[src/rtl/mem_access_pkg.sv]
// Shared types for the memory stage.
//   DATA_W    : data/address width of the datapath
//   mem_op_e  : operation codes carried from the controller
//   state_e   : memory stage FSM states
//   ctx_t     : per-operation context latched at the start strobe
package mem_access_pkg;

  localparam int unsigned DATA_W = 32;
  localparam int unsigned OP_W   = 2;

  typedef enum logic [1:0] {
    MEM_PASS  = 2'b00,
    MEM_LOAD  = 2'b01,
    MEM_STORE = 2'b10,
    MEM_RSVD  = 2'b11
  } mem_op_e;

  typedef enum logic [1:0] {
    ST_IDLE   = 2'd0,
    ST_ACCESS = 2'd1,
    ST_RESP   = 2'd2
  } state_e;

  typedef struct packed {
    mem_op_e op;
    logic    fault;
  } ctx_t;

  // Reserved encoding behaves as a pass-through.
  function automatic mem_op_e norm_op(input logic [OP_W-1:0] op);
    case (op)
      2'b01:   return MEM_LOAD;
      2'b10:   return MEM_STORE;
      default: return MEM_PASS;
    endcase
  endfunction

  // Word accesses need a 4-byte aligned, non-overflowed address.
  function automatic logic addr_fault(input logic [DATA_W-1:0] addr, input logic ovf);
    return (addr[1:0] != 2'b00) || ovf;
  endfunction

endpackage

[src/rtl/mem_access_if.sv]
// Data-memory request/acknowledge bus.
//   master : memory stage (drives dm_req/dm_we/dm_addr/dm_wdata)
//   slave  : data memory  (drives dm_rdata/dm_ack)
interface mem_access_if #(
  parameter int unsigned ADDR_W = 10
);
  import mem_access_pkg::*;

  logic              dm_req;
  logic              dm_we;
  logic [ADDR_W-1:0] dm_addr;
  logic [DATA_W-1:0] dm_wdata;
  logic [DATA_W-1:0] dm_rdata;
  logic              dm_ack;

  modport master (
    output dm_req, dm_we, dm_addr, dm_wdata,
    input  dm_rdata, dm_ack
  );

  modport slave (
    input  dm_req, dm_we, dm_addr, dm_wdata,
    output dm_rdata, dm_ack
  );

endinterface

[src/rtl/mem_access_timer.sv]
// Access timeout counter.
//   clock, reset : clock and synchronous active-high reset
//   clear        : forces the count back to zero
//   enable       : counts one per cycle while high
//   expired_c    : combinational, high in the TIMEOUT-th enabled cycle
module mem_timer #(
  parameter int unsigned TIMEOUT = 16
) (
  input  logic clock,
  input  logic reset,
  input  logic clear,
  input  logic enable,
  output logic expired_c
);

  localparam int unsigned CNT_W = $clog2(TIMEOUT);
  localparam logic [CNT_W-1:0] LAST = CNT_W'(TIMEOUT - 1);

  logic [CNT_W-1:0] count_q, count_d;

  // Next count.
  always_comb begin
    count_d = count_q;
    if (clear) begin
      count_d = '0;
    end else if (enable) begin
      count_d = count_q + CNT_W'(1);
    end
  end

  always_ff @(posedge clock) begin
    if (reset) begin
      count_q <= '0;
    end else begin
      count_q <= count_d;
    end
  end

  assign expired_c = enable && (count_q == LAST);

endmodule

[src/rtl/mem_access.sv]
// Memory stage: turns an ALU sum into a data-memory access (or a
// pass-through), and returns the result to write-back.
//   clock, reset  : clock and synchronous active-high reset
//   enable_mem    : start strobe, honoured only when idle
//   mem_op        : PASS / LOAD / STORE (reserved = PASS)
//   alu_result    : byte address for LOAD/STORE, result for PASS
//   alu_overflow  : overflow of the address add
//   store_data    : STORE write data
//   dm            : data-memory req/ack bus (master side)
//   wb_data       : value for the register file
//   wb_valid      : pulse, wb_data valid (PASS and successful LOAD)
//   mem_done      : pulse, operation finished (including faults)
//   mem_busy      : high while not idle
//   mem_fault     : pulse with mem_done on misalign/overflow/timeout
module mem_access
  import mem_access_pkg::*;
#(
  parameter int unsigned ADDR_W  = 10,
  parameter int unsigned TIMEOUT = 16
) (
  input  logic              clock,
  input  logic              reset,
  input  logic              enable_mem,
  input  logic [OP_W-1:0]   mem_op,
  input  logic [DATA_W-1:0] alu_result,
  input  logic              alu_overflow,
  input  logic [DATA_W-1:0] store_data,
  mem_access_if.master      dm,
  output logic [DATA_W-1:0] wb_data,
  output logic              wb_valid,
  output logic              mem_done,
  output logic              mem_busy,
  output logic              mem_fault
);

  state_e            state_q, state_d;
  ctx_t              ctx_q, ctx_d;
  logic              dm_req_q, dm_req_d;
  logic              dm_we_q, dm_we_d;
  logic [ADDR_W-1:0] dm_addr_q, dm_addr_d;
  logic [DATA_W-1:0] dm_wdata_q, dm_wdata_d;
  logic [DATA_W-1:0] wb_data_q, wb_data_d;
  logic              wb_valid_q, wb_valid_d;
  logic              mem_done_q, mem_done_d;
  logic              mem_busy_q, mem_busy_d;
  logic              mem_fault_q, mem_fault_d;
  logic              in_access_c;
  logic              timer_expired_c;

  assign in_access_c = (state_q == ST_ACCESS);

  // Counts cycles spent in ACCESS; held at zero elsewhere.
  mem_timer #(
    .TIMEOUT (TIMEOUT)
  ) u_timer (
    .clock     (clock),
    .reset     (reset),
    .clear     (!in_access_c),
    .enable    (in_access_c),
    .expired_c (timer_expired_c)
  );

  // Next-state and registered-output logic.
  always_comb begin
    state_d     = state_q;
    ctx_d       = ctx_q;
    dm_req_d    = dm_req_q;
    dm_we_d     = dm_we_q;
    dm_addr_d   = dm_addr_q;
    dm_wdata_d  = dm_wdata_q;
    wb_data_d   = wb_data_q;
    wb_valid_d  = 1'b0;
    mem_done_d  = 1'b0;
    mem_fault_d = 1'b0;

    case (state_q)
      ST_IDLE: begin
        if (enable_mem) begin
          ctx_d.op    = norm_op(mem_op);
          ctx_d.fault = (ctx_d.op != MEM_PASS) && addr_fault(alu_result, alu_overflow);
          if (ctx_d.op == MEM_PASS) begin
            wb_data_d = alu_result;
            state_d   = ST_RESP;
          end else if (ctx_d.fault) begin
            state_d   = ST_RESP;
          end else begin
            state_d    = ST_ACCESS;
            dm_req_d   = 1'b1;
            dm_we_d    = (ctx_d.op == MEM_STORE);
            dm_addr_d  = alu_result[ADDR_W+1:2];
            dm_wdata_d = store_data;
          end
        end
      end

      ST_ACCESS: begin
        // An ack in the last allowed cycle still completes the access.
        if (dm.dm_ack) begin
          state_d  = ST_RESP;
          dm_req_d = 1'b0;
          dm_we_d  = 1'b0;
          if (ctx_q.op == MEM_LOAD) begin
            wb_data_d = dm.dm_rdata;
          end
        end else if (timer_expired_c) begin
          state_d     = ST_RESP;
          dm_req_d    = 1'b0;
          dm_we_d     = 1'b0;
          ctx_d.fault = 1'b1;
        end
      end

      ST_RESP: begin
        // Completion flags are registered here, so they pulse in the
        // first idle cycle, which is also when a new strobe can be taken.
        state_d     = ST_IDLE;
        mem_done_d  = 1'b1;
        mem_fault_d = ctx_q.fault;
        wb_valid_d  = !ctx_q.fault && (ctx_q.op != MEM_STORE);
      end

      default: begin
        state_d  = ST_IDLE;
        dm_req_d = 1'b0;
        dm_we_d  = 1'b0;
      end
    endcase

    mem_busy_d = (state_d != ST_IDLE);
  end

  always_ff @(posedge clock) begin
    if (reset) begin
      state_q     <= ST_IDLE;
      ctx_q       <= '{op: MEM_PASS, fault: 1'b0};
      dm_req_q    <= 1'b0;
      dm_we_q     <= 1'b0;
      dm_addr_q   <= '0;
      dm_wdata_q  <= '0;
      wb_data_q   <= '0;
      wb_valid_q  <= 1'b0;
      mem_done_q  <= 1'b0;
      mem_busy_q  <= 1'b0;
      mem_fault_q <= 1'b0;
    end else begin
      state_q     <= state_d;
      ctx_q       <= ctx_d;
      dm_req_q    <= dm_req_d;
      dm_we_q     <= dm_we_d;
      dm_addr_q   <= dm_addr_d;
      dm_wdata_q  <= dm_wdata_d;
      wb_data_q   <= wb_data_d;
      wb_valid_q  <= wb_valid_d;
      mem_done_q  <= mem_done_d;
      mem_busy_q  <= mem_busy_d;
      mem_fault_q <= mem_fault_d;
    end
  end

  assign dm.dm_req   = dm_req_q;
  assign dm.dm_we    = dm_we_q;
  assign dm.dm_addr  = dm_addr_q;
  assign dm.dm_wdata = dm_wdata_q;
  assign wb_data     = wb_data_q;
  assign wb_valid    = wb_valid_q;
  assign mem_done    = mem_done_q;
  assign mem_busy    = mem_busy_q;
  assign mem_fault   = mem_fault_q;

endmodule
[src/flat_wrapper.sv]
// flat-port wrapper written by rule: the top's interface ports become plain ports
module mem_access_flat import mem_access_pkg::*;
#(
  parameter int unsigned ADDR_W  = 10,
  parameter int unsigned TIMEOUT = 16
)
  (clock, reset, enable_mem, mem_op, alu_result, alu_overflow, store_data, wb_data, wb_valid, mem_done, mem_busy, mem_fault, dm_dm_req, dm_dm_we, dm_dm_addr, dm_dm_wdata, dm_dm_rdata, dm_dm_ack);
  mem_access_if #(.ADDR_W(ADDR_W)) dm_i ();
  input  logic clock;
  input  logic reset;
  input  logic enable_mem;
  input  logic [OP_W-1:0] mem_op;
  input  logic [DATA_W-1:0] alu_result;
  input  logic alu_overflow;
  input  logic [DATA_W-1:0] store_data;
  output logic [DATA_W-1:0] wb_data;
  output logic wb_valid;
  output logic mem_done;
  output logic mem_busy;
  output logic mem_fault;
  output wire logic [$bits(dm_i.dm_req)-1:0] dm_dm_req;
  output wire logic [$bits(dm_i.dm_we)-1:0] dm_dm_we;
  output wire logic [$bits(dm_i.dm_addr)-1:0] dm_dm_addr;
  output wire logic [$bits(dm_i.dm_wdata)-1:0] dm_dm_wdata;
  input wire logic [$bits(dm_i.dm_rdata)-1:0] dm_dm_rdata;
  input wire logic [$bits(dm_i.dm_ack)-1:0] dm_dm_ack;
  assign dm_dm_req = dm_i.dm_req;
  assign dm_dm_we = dm_i.dm_we;
  assign dm_dm_addr = dm_i.dm_addr;
  assign dm_dm_wdata = dm_i.dm_wdata;
  assign dm_i.dm_rdata = dm_dm_rdata;
  assign dm_i.dm_ack = dm_dm_ack;
  mem_access #(.ADDR_W(ADDR_W), .TIMEOUT(TIMEOUT)) u_core (.clock(clock), .reset(reset), .enable_mem(enable_mem), .mem_op(mem_op), .alu_result(alu_result), .alu_overflow(alu_overflow), .store_data(store_data), .dm(dm_i), .wb_data(wb_data), .wb_valid(wb_valid), .mem_done(mem_done), .mem_busy(mem_busy), .mem_fault(mem_fault));
endmodule
[config.mk]
export PLATFORM = sky130hd
export DESIGN_NAME = mem_access_flat
export DESIGN_NICKNAME = d
export VERILOG_FILES = /design/src/rtl/mem_access_pkg.sv /design/src/rtl/mem_access_if.sv /design/src/rtl/mem_access_timer.sv /design/src/rtl/mem_access.sv /design/src/flat_wrapper.sv
export SDC_FILE = /design/constraint.sdc
export NUM_CORES = 1
export LEC_CHECK = 0
export ABC_AREA = 1
export BUFFER_PORTS_ARGS = -buffer_cell sky130_fd_sc_hd__buf_4
export CAP_MARGIN = 40
export CORE_MARGIN = 2
export CORE_UTILIZATION = 42
export DETAILED_ROUTE_END_ITERATION = 6
export PLACE_DENSITY = 0.77
export SYNTH_ARGS = -nofsm -noshare
export SYNTH_HDL_FRONTEND = slang
export SYNTH_SLANG_ARGS = --single-unit
[constraint.sdc]
create_clock -name clock -period 1.55 [get_ports clock]
set_clock_uncertainty 0.05 [all_clocks]
set_input_delay 0.31 -clock clock [delete_from_list [all_inputs] [get_ports clock]]
set_output_delay 0.31 -clock clock [all_outputs]
set_load 0.02 [all_outputs]
==> results of run 1 <==
power groups by stage:
stage	Combinational, mW	Sequential [mW]	Clock (mW)
after detailed placement	0.978	2.52	0
after global placement	0.956	2.52	0
after global routing	1.08	2.49	1.72
after CTS	0.982	2.47	1.62
final	0.978	2.47	1.56
after floorplan	0.352	2.65	0
critical path, delay by kind of cell:
kind          cells  cell delay, ns
fa+ha+maj         1            0.27
simple gates      4            0.58
buf+inv           5            0.45
stage by stage:
stage               instances    TNS, ns  power [mW]
floorplan                 573          0        3.01
global placement          852      -8.95        3.48
detailed placement        852     -12.39        3.50
CTS                       867          0        5.07
global route              868  -0.000807        5.29
finish                    868          0        5.01
area by class of cell:
| class | instances | area (um2) |
|---|---|---|
| Timing Repair Buffer | 201 | 1590 |
| Fill cell | 780 | 3160 |
| Inverter | 49 | 184 |
| Clock buffer | 11 | 141 |
| Clock inverter | 4 | 53.8 |
| Sequential cell | 89 | 1780 |
| Multi-Input combinational cell | 406 | 1670 |
| Tap cell | 108 | 135 |
flip-flops by register name, summed over array words and instances, names as in the netlist:
register	count
u_core.dm.dm_addr	10
u_core.dm.dm_req	1
u_core.wb_valid	1
u_core.ctx_q	3
u_core.u_timer.count_q	4
u_core.mem_busy	1
u_core.mem_done	1
u_core.state_q	2
u_core.mem_fault	1
u_core.dm.dm_we	1
u_core.wb_data	32
u_core.dm.dm_wdata	32
logic make-up (layout without fill, tap and decap cells):
group	after synthesis	in the layout	synth area share (%)
compound gates	56	56	7.52
fa+ha+maj	3	3	0.994
buf+inv	78	265	8.88
flops	89	89	47.2
simple gates	347	347	35.4
what timing repair did:
| action | CTS | global route |
|---|---|---|
| cloned | 0 | 0 |
| setup endpoints to repair | 32 | 62 |
| setup buffers | 0 | 1 |
| hold buffers | 0 | 0 |
| pin swaps | 0 | 1 |
| gates resized for setup | 1 | 5 |
how the worst max path moves through the flow:
stage	cells after the start	start	slack [ns]	endpoint
6_report	10	mem_op[0]	0.1	u_core.dm.dm_wdata[11]
5_1_grt	7	u_core.state_q[0]	-0.0008	u_core.dm.dm_wdata[11]
4_1_cts	7	u_core.state_q[0]	0.02	u_core.dm.dm_wdata[11]
3_5_place_dp	9	mem_op[0]	-0.27	u_core.dm.dm_wdata[6]
3_3_place_gp	9	mem_op[0]	-0.17	u_core.dm.dm_wdata[10]
2_1_floorplan	9	mem_op[0]	0.04	u_core.dm.dm_addr[0]
synth_stat cells:
cell / n / area, um2
a21oi_1: 8 / 40.0
ha_1: 3 / 37.5
nor2_4: 1 / 11.3
inv_2: 1 / 3.75
o21ai_1: 5 / 25.0
clkbuf_1: 10 / 37.5
nor3_1: 2 / 10.0
a31oi_1: 1 / 6.26
buf_2: 16 / 80.1
nor2_2: 1 / 6.26
nand2_1: 171 / 642
nand2_2: 3 / 18.8
nand4_1: 2 / 12.5
nor2_1: 160 / 601
inv_1: 48 / 180
o21ai_0: 41 / 205
or2_2: 1 / 6.26
nand3_1: 5 / 25.0
buf_6: 3 / 33.8
o21a_1: 1 / 7.51
or2_1: 1 / 6.26
dfxtp_1: 89 / 1780
layer usage:
metal / wire [um] / vias up / share of wire [%]
li1: - / 2089 / -
met1: 4610 / 1743 / 44
met2: 5000 / 158 / 47
met3: 884 / 8 / 8.4
met4: 73 / 0 / 0.69
met5: 0 / - / 0
==> metrics.md, run 1 <==
| Metric | Value |
|---|---|
| DR pass1 iterations | 4 |
| Syn Inst Count | 573 |
| Util after Layout | 63.8% |
| P_int | 3.66 mW |
| Final WS setup | 0.0968 ns |
| Tcrit/Tclk final | 93.8% |
| First-pass GRT wire length | 17300 um |
| Min Tclk post-route | 1.45 ns |
| Fin area | roughly 5600 um2 |
| Wire per inst | 12.2 um |
| Final setup viols | 0 |
| Status | complete, no violations |
| HPWL Detailed | slightly below 8000 um |
| ANT nets after route | 0 |
| Detailed Route Iter0 Violations | 152 |
| Fmax | around 0.69 GHz |
| Total grt overflow | 0 |
| Layout cells sized above 1 | 29.7% |
| GR Util All Layers | 21.6% |
| Worst rel slew slack | 76.7% |
| Met3 Usage GRT | 5.04% |
| Crit-path max cell delay | 0.27 ns |
| Hold path endpoint | u_core.dm.dm_wdata[0] |
| Power per Cell Area | 901 nW/um2 |
| Leakage power | 3.03 nW |
| Crit path max fanout | 32 |
| Yosys cell types | 22 |
| GP Congestion | ~0.87 |
| Syn Std Cell Area | 3780 um2 |
| CTS H-tree depth | 3 |
| Required @ worst endpoint | 1.73 ns |
| Min-Delay Path Class | input pin to flop |
| Max-cap violations | 0 |
| Vias/cell | approximately 4.6 |
| Row Count | 34 |
| Final hold slack | 0.143 ns |
| Initial antenna violation count | 0 |
| Met1 Use GR | roughly 27% |
| Die Wd | 98.8 um |
| Die Height | 98.8 um |
| Pre-CTS setup slack | -0.266 ns |
| Final hold viol count | 0 |
| Crit path cell chain | buf_4 -> inv_1 -> ha_1 -> inv_1 -> nand3_1 -> nor2_4 -> inv_2 -> buf_12 -> nor2_1 -> nor2_1 |
| Hold_sp | store_data[0] |
| Setup CP Type | input pin to flop |
| # DRC | 0 |
| Worst r2r dst | u_core.dm.dm_wdata[11] |
| Critical path endpoint category | flop |
| Ant. Diodes | 0 |
| GR Layer Usage met2 | 36.5% |
| Most common cell after layout, fill and taps aside | buf_4 |
| Switching share of power | 27.0% |
| Worst EP arrival | 1.63 ns |
| Synth warnings | 0 |
| DR vias | 3998 |
| Reg2Reg Setup Slack | ~0.097 ns |
| Area Overhead vs Synth | 47.3% |
| CTS tree | built |
| Area of the die | between 9000 and 10000 um2 |
| Latest clock arrival within the worst-skew pair | about 0.33 ns |
| Post-synthesis net count | between 600 and 700 |
| Clk pwr share | 31.1% |
| Slew Viols, Final | 0 |
| Worst-margin pin slew | roughly 0.35 ns |
| Placement Cell Area | 5340 um2 |
| Worst VDD drop | 0.000531 V |
| Number of global-route vias before repair | 3844 |
| Core area | 8720 um2 |
| Clock Path Buffers | 2 |
| Mean post-synth cell area | 6.59 um2 |
| Port bufs | 182 |
| Busiest grt layer | met2 |
| Total clock sinks | ~90 |
| Flop and latch count out of synthesis | 89 |
| R2r worst-path depth | 7 |
| Initial Util | 43.3% |
| Register share of total power | approximately 49% |
| Critical Path Start Type | input pin |
| Slowest-stage cell, CP | ha_1 |
| Worst Hold Path Cells | 3 |
| Net load switching power | 1.35 mW |
| CTS Root Buffer Type | clkbuf_8 |
| Most frequent cells in the layout | 194 x buf_4, 171 x nand2_1, 159 x nor2_1, 87 x dfxtp_1, 47 x inv_1 |
| Clk slew on worst S/H paths | around 0.09 ns |
| Layout Nets | 862 |
| Largest net degree at the start of global routing | 38 |
| CTS buffer count | 9 |
| I/O pin count | 183 |
| Reg-to-reg startpoint | u_core.state_q[0] |
| Register area share after synthesis | 47.2% |
| Total Wirelength | 10600 um |
| Comb pwr share | 19.5% |
Note: power is estimated with default switching activity, not from simulation.
==> run 2: changes to the inputs <==
--- a/config.mk
+++ b/config.mk
@@ -9,9 +9,10 @@
 export BUFFER_PORTS_ARGS = -buffer_cell sky130_fd_sc_hd__buf_4
 export CAP_MARGIN = 40
 export CORE_MARGIN = 2
-export CORE_UTILIZATION = 42
+export CORE_UTILIZATION = 30
 export DETAILED_ROUTE_END_ITERATION = 6
-export PLACE_DENSITY = 0.77
+export HOLD_SLACK_MARGIN = 0.06
+export PLACE_DENSITY = 0.56
 export SYNTH_ARGS = -nofsm -noshare
 export SYNTH_HDL_FRONTEND = slang
 export SYNTH_SLANG_ARGS = --single-unit
==> constraint.sdc (replaced) <==
create_clock -name clock -period 1.6 [get_ports clock]
set_clock_uncertainty 0.05 [all_clocks]
set_input_delay 0.32 -clock clock [delete_from_list [all_inputs] [get_ports clock]]
set_output_delay 0.32 -clock clock [all_outputs]
set_load 0.02 [all_outputs]
==> run 2 against run 1 <==
Final cell count grew 6.5%. Clock power grew 25%. Critical path depth shrank 2. Sequential cell count is the same. Wire length grew 7.7%. Core utilization shrank 17 points. Critical path type is now flop to flop.
==> metrics.md, run 2 (same netlist as run 1, synthesis figures left out) <==
| Metric | Value |
|---|---|
| Crit path cell chain | inv_1 -> nand2_2 -> a21oi_1 -> a21oi_1 -> nand2_2 -> clkbuf_16 -> nor2_1 -> nor2_1 |
| ANT nets after route | 0 (unchanged) |
| Reg area | 1780 um2 (unchanged) |
| Final hold viol count | 0 (unchanged) |
| Hold-fix buffers, CTS | 0 (unchanged) |
| CTS Root Buffer Type | clkbuf_16 |
| Layout Nets | 857 (-0.58%) |
| Fin Setup TNS | 0 ns (unchanged) |
| Number of global-route vias before repair | 3727 (-3.0%) |
| CTS H-tree depth | 3 (unchanged) |
| Worst VDD drop | 0.000427 V (-19%) |
| Tcrit/Tclk final | between 90 and 100% |
| DRT met1 WL | 4950 um (+7.4%) |
| Fmax | 0.688 GHz |
| Total Wirelength | 11400 um (+7.7%) |
| Most common cell after layout, fill and taps aside | buf_4 |
| Util after Layout | 46.6% (-17 points) |
| Pre-CTS setup slack | -0.211 ns (+0.0552 ns) |
| Power per Cell Area | 933 nW/um2 (+3.6%) |
| Tot Pwr | 5.29 mW (+5.5%) |
| GP Congestion | 0.781 (-10%) |
| Final WS setup | 0.146 ns (+0.0488 ns) |
| Min-Delay Path Class | input pin to flop |
| Vias/cell | 4.24 (-8.0%) |
| DR vias | 3916 (-2.1%) |
| Wire per inst | 12.3 um (+1.2%) |
| Unrepaired setup endpoints after global routing | false |
| Die Height | 116 um (+18%) |
| Row Count | 40 (+18%) |
| Multi-input gate area | 1670 um2 (unchanged) |
| DR WL met3 | 1140 um (+29%) |
| FILL cells | 1254 (+61%) |
| Core area | 12200 um2 (+39%) |
| Port bufs | 182 (unchanged) |
| Total clock sinks | 89 (unchanged) |
| Ant. Diodes | 0 (unchanged) |
| Delay-heaviest family, CP | flip-flops |
| Min Tclk post-route | approximately 1.5 ns |
| Detailed Route Iter0 Violations | 166 (+9.2%) |
| Final non-filler cell total | 924 (+6.5%) |
| Largest net degree at the start of global routing | 65 (+71%) |
| Area Overhead vs Synth | 50.0% |
| Placed insts | 907 (+6.5%) |
| Crit-path max cell delay | 0.40 ns (+0.13 ns) |
| Required @ worst endpoint | 1.78 ns (+0.05 ns) |
| Worst EP arrival | 1.63 ns (about the same) |
| Leakage power | 3.04 nW (+0.49%) |
| Max-cap violations | 0 (unchanged) |
| Initial Util | 31.1% (-12 points) |
| Layout cells sized above 1 | 29.4% (-0.37 points) |
| GR Util All Layers | 16.4% (-5.2 points) |
| Setup bufs post-CTS | 0 (unchanged) |
| Die Wd | 116 um (+18%) |
| Clk slew on worst S/H paths | 0.07 ns (-0.02 ns) |
| Post-CTS sizing | 0 (-1) |
| Setup CP Type | flop to flop |
| Critical path endpoint category | flop |
| DR pass1 iterations | 4 (unchanged) |
| Buf/Inv on CP | 2 (-3) |
| CTS buffer count | 9 (unchanged) |
| Highest metal used | met4 |
| Area of the die | 13500 um2 (+38%) |
| I/O pin count | 183 (unchanged) |
| Status | complete, no violations |
| Crit path max fanout | 32 (unchanged) |
| Met2 WL | 5070 um (+1.4%) |
| Total grt overflow | 0 (unchanged) |
| Latest clock arrival within the worst-skew pair | 0.33 ns (about the same) |
| Final setup viols | 0 (unchanged) |
| Slew Viols, Final | 0 (unchanged) |
| Worst-margin pin slew | 0.324 ns (-0.0252 ns) |
| HPWL Detailed | 7970 um (+2.8%) |
| Most frequent cells in the layout | 190 x buf_4, 171 x nand2_1, 159 x nor2_1, 87 x dfxtp_1, 47 x inv_1 |
| Initial antenna violation count | 0 (unchanged) |
| Clock Path Buffers | 2 (unchanged) |
| Worst rel slew slack | 78.3% (+1.6 points) |
| # DRC | 0 (unchanged) |
| Critical Path Start Type | flop |
| CTS tree | built |
| First-pass GRT wire length | 17400 um (+0.12%) |
| Slowest-stage cell, CP | dfxtp_2 |
-- run 2: cell count changes in the layout (fill, tap and decap cells not counted), moves of 2 or more --
| cell | before | now |
|---|---|---|
| clkbuf_16 | 0 | 10 |
| clkbuf_8 | 10 | 1 |
| buf_4 | 194 | 190 |
| clkinv_2 | 0 | 3 |
| buf_12 | 6 | 4 |
-- run 2: where the power goes --
part	switching, mW	total (mW)	internal (mW)
clock	0.862	1.95	1.09
sequential	0.0610	2.40	2.33
combinational	0.497	0.943	0.447
-- run 2: through the flow --
stage | area (um2) | hold slack (ns)
3_3_place_gp | 5350 | 0.383
5_1_grt | 5670 | 0.149
6_report | 5670 | 0.154
4_1_cts | 5630 | 0.143
2_1_floorplan | 3780 | 0.339
3_5_place_dp | 5350 | 0.392
-- run 2: final timing paths --
kind | startpoint | to | slack [ns] | depth (start not counted)
max | u_core.state_q[1] | u_core.wb_data[23] | 0.15 | 8
min | store_data[18] | u_core.dm.dm_wdata[18] | 0.15 | 3
max reg2reg | u_core.state_q[1] | u_core.wb_data[23] | 0.15 | 8
min reg2reg | u_core.u_timer.count_q[0] | u_core.u_timer.count_q[0] | 0.40 | 1
-- run 2: final cells by class --
cell class                 instances  area share (%)
multi-input combinational        406            29.5
timing repair buffer             196            27.2
sequential                        89            31.5
clock buffer                      11            4.28
tap                              168            3.71
clock inverter                     5           0.552
inverter                          49            3.25
-- run 2: tightest hold or removal path, stage by stage --
cell and delay [ns]:
buf_4 0.08, nor2_1 0.03, nor2_1 0.08
-- run 2: layer usage --
layer | global-route usage, % | vias to the layer above
met2 | 27.0 | 139
met5 | 0 | -
met1 | 19.2 | 1684
met4 | 6.75 | 0
met3 | 6.23 | 14
li1 | - | 2079
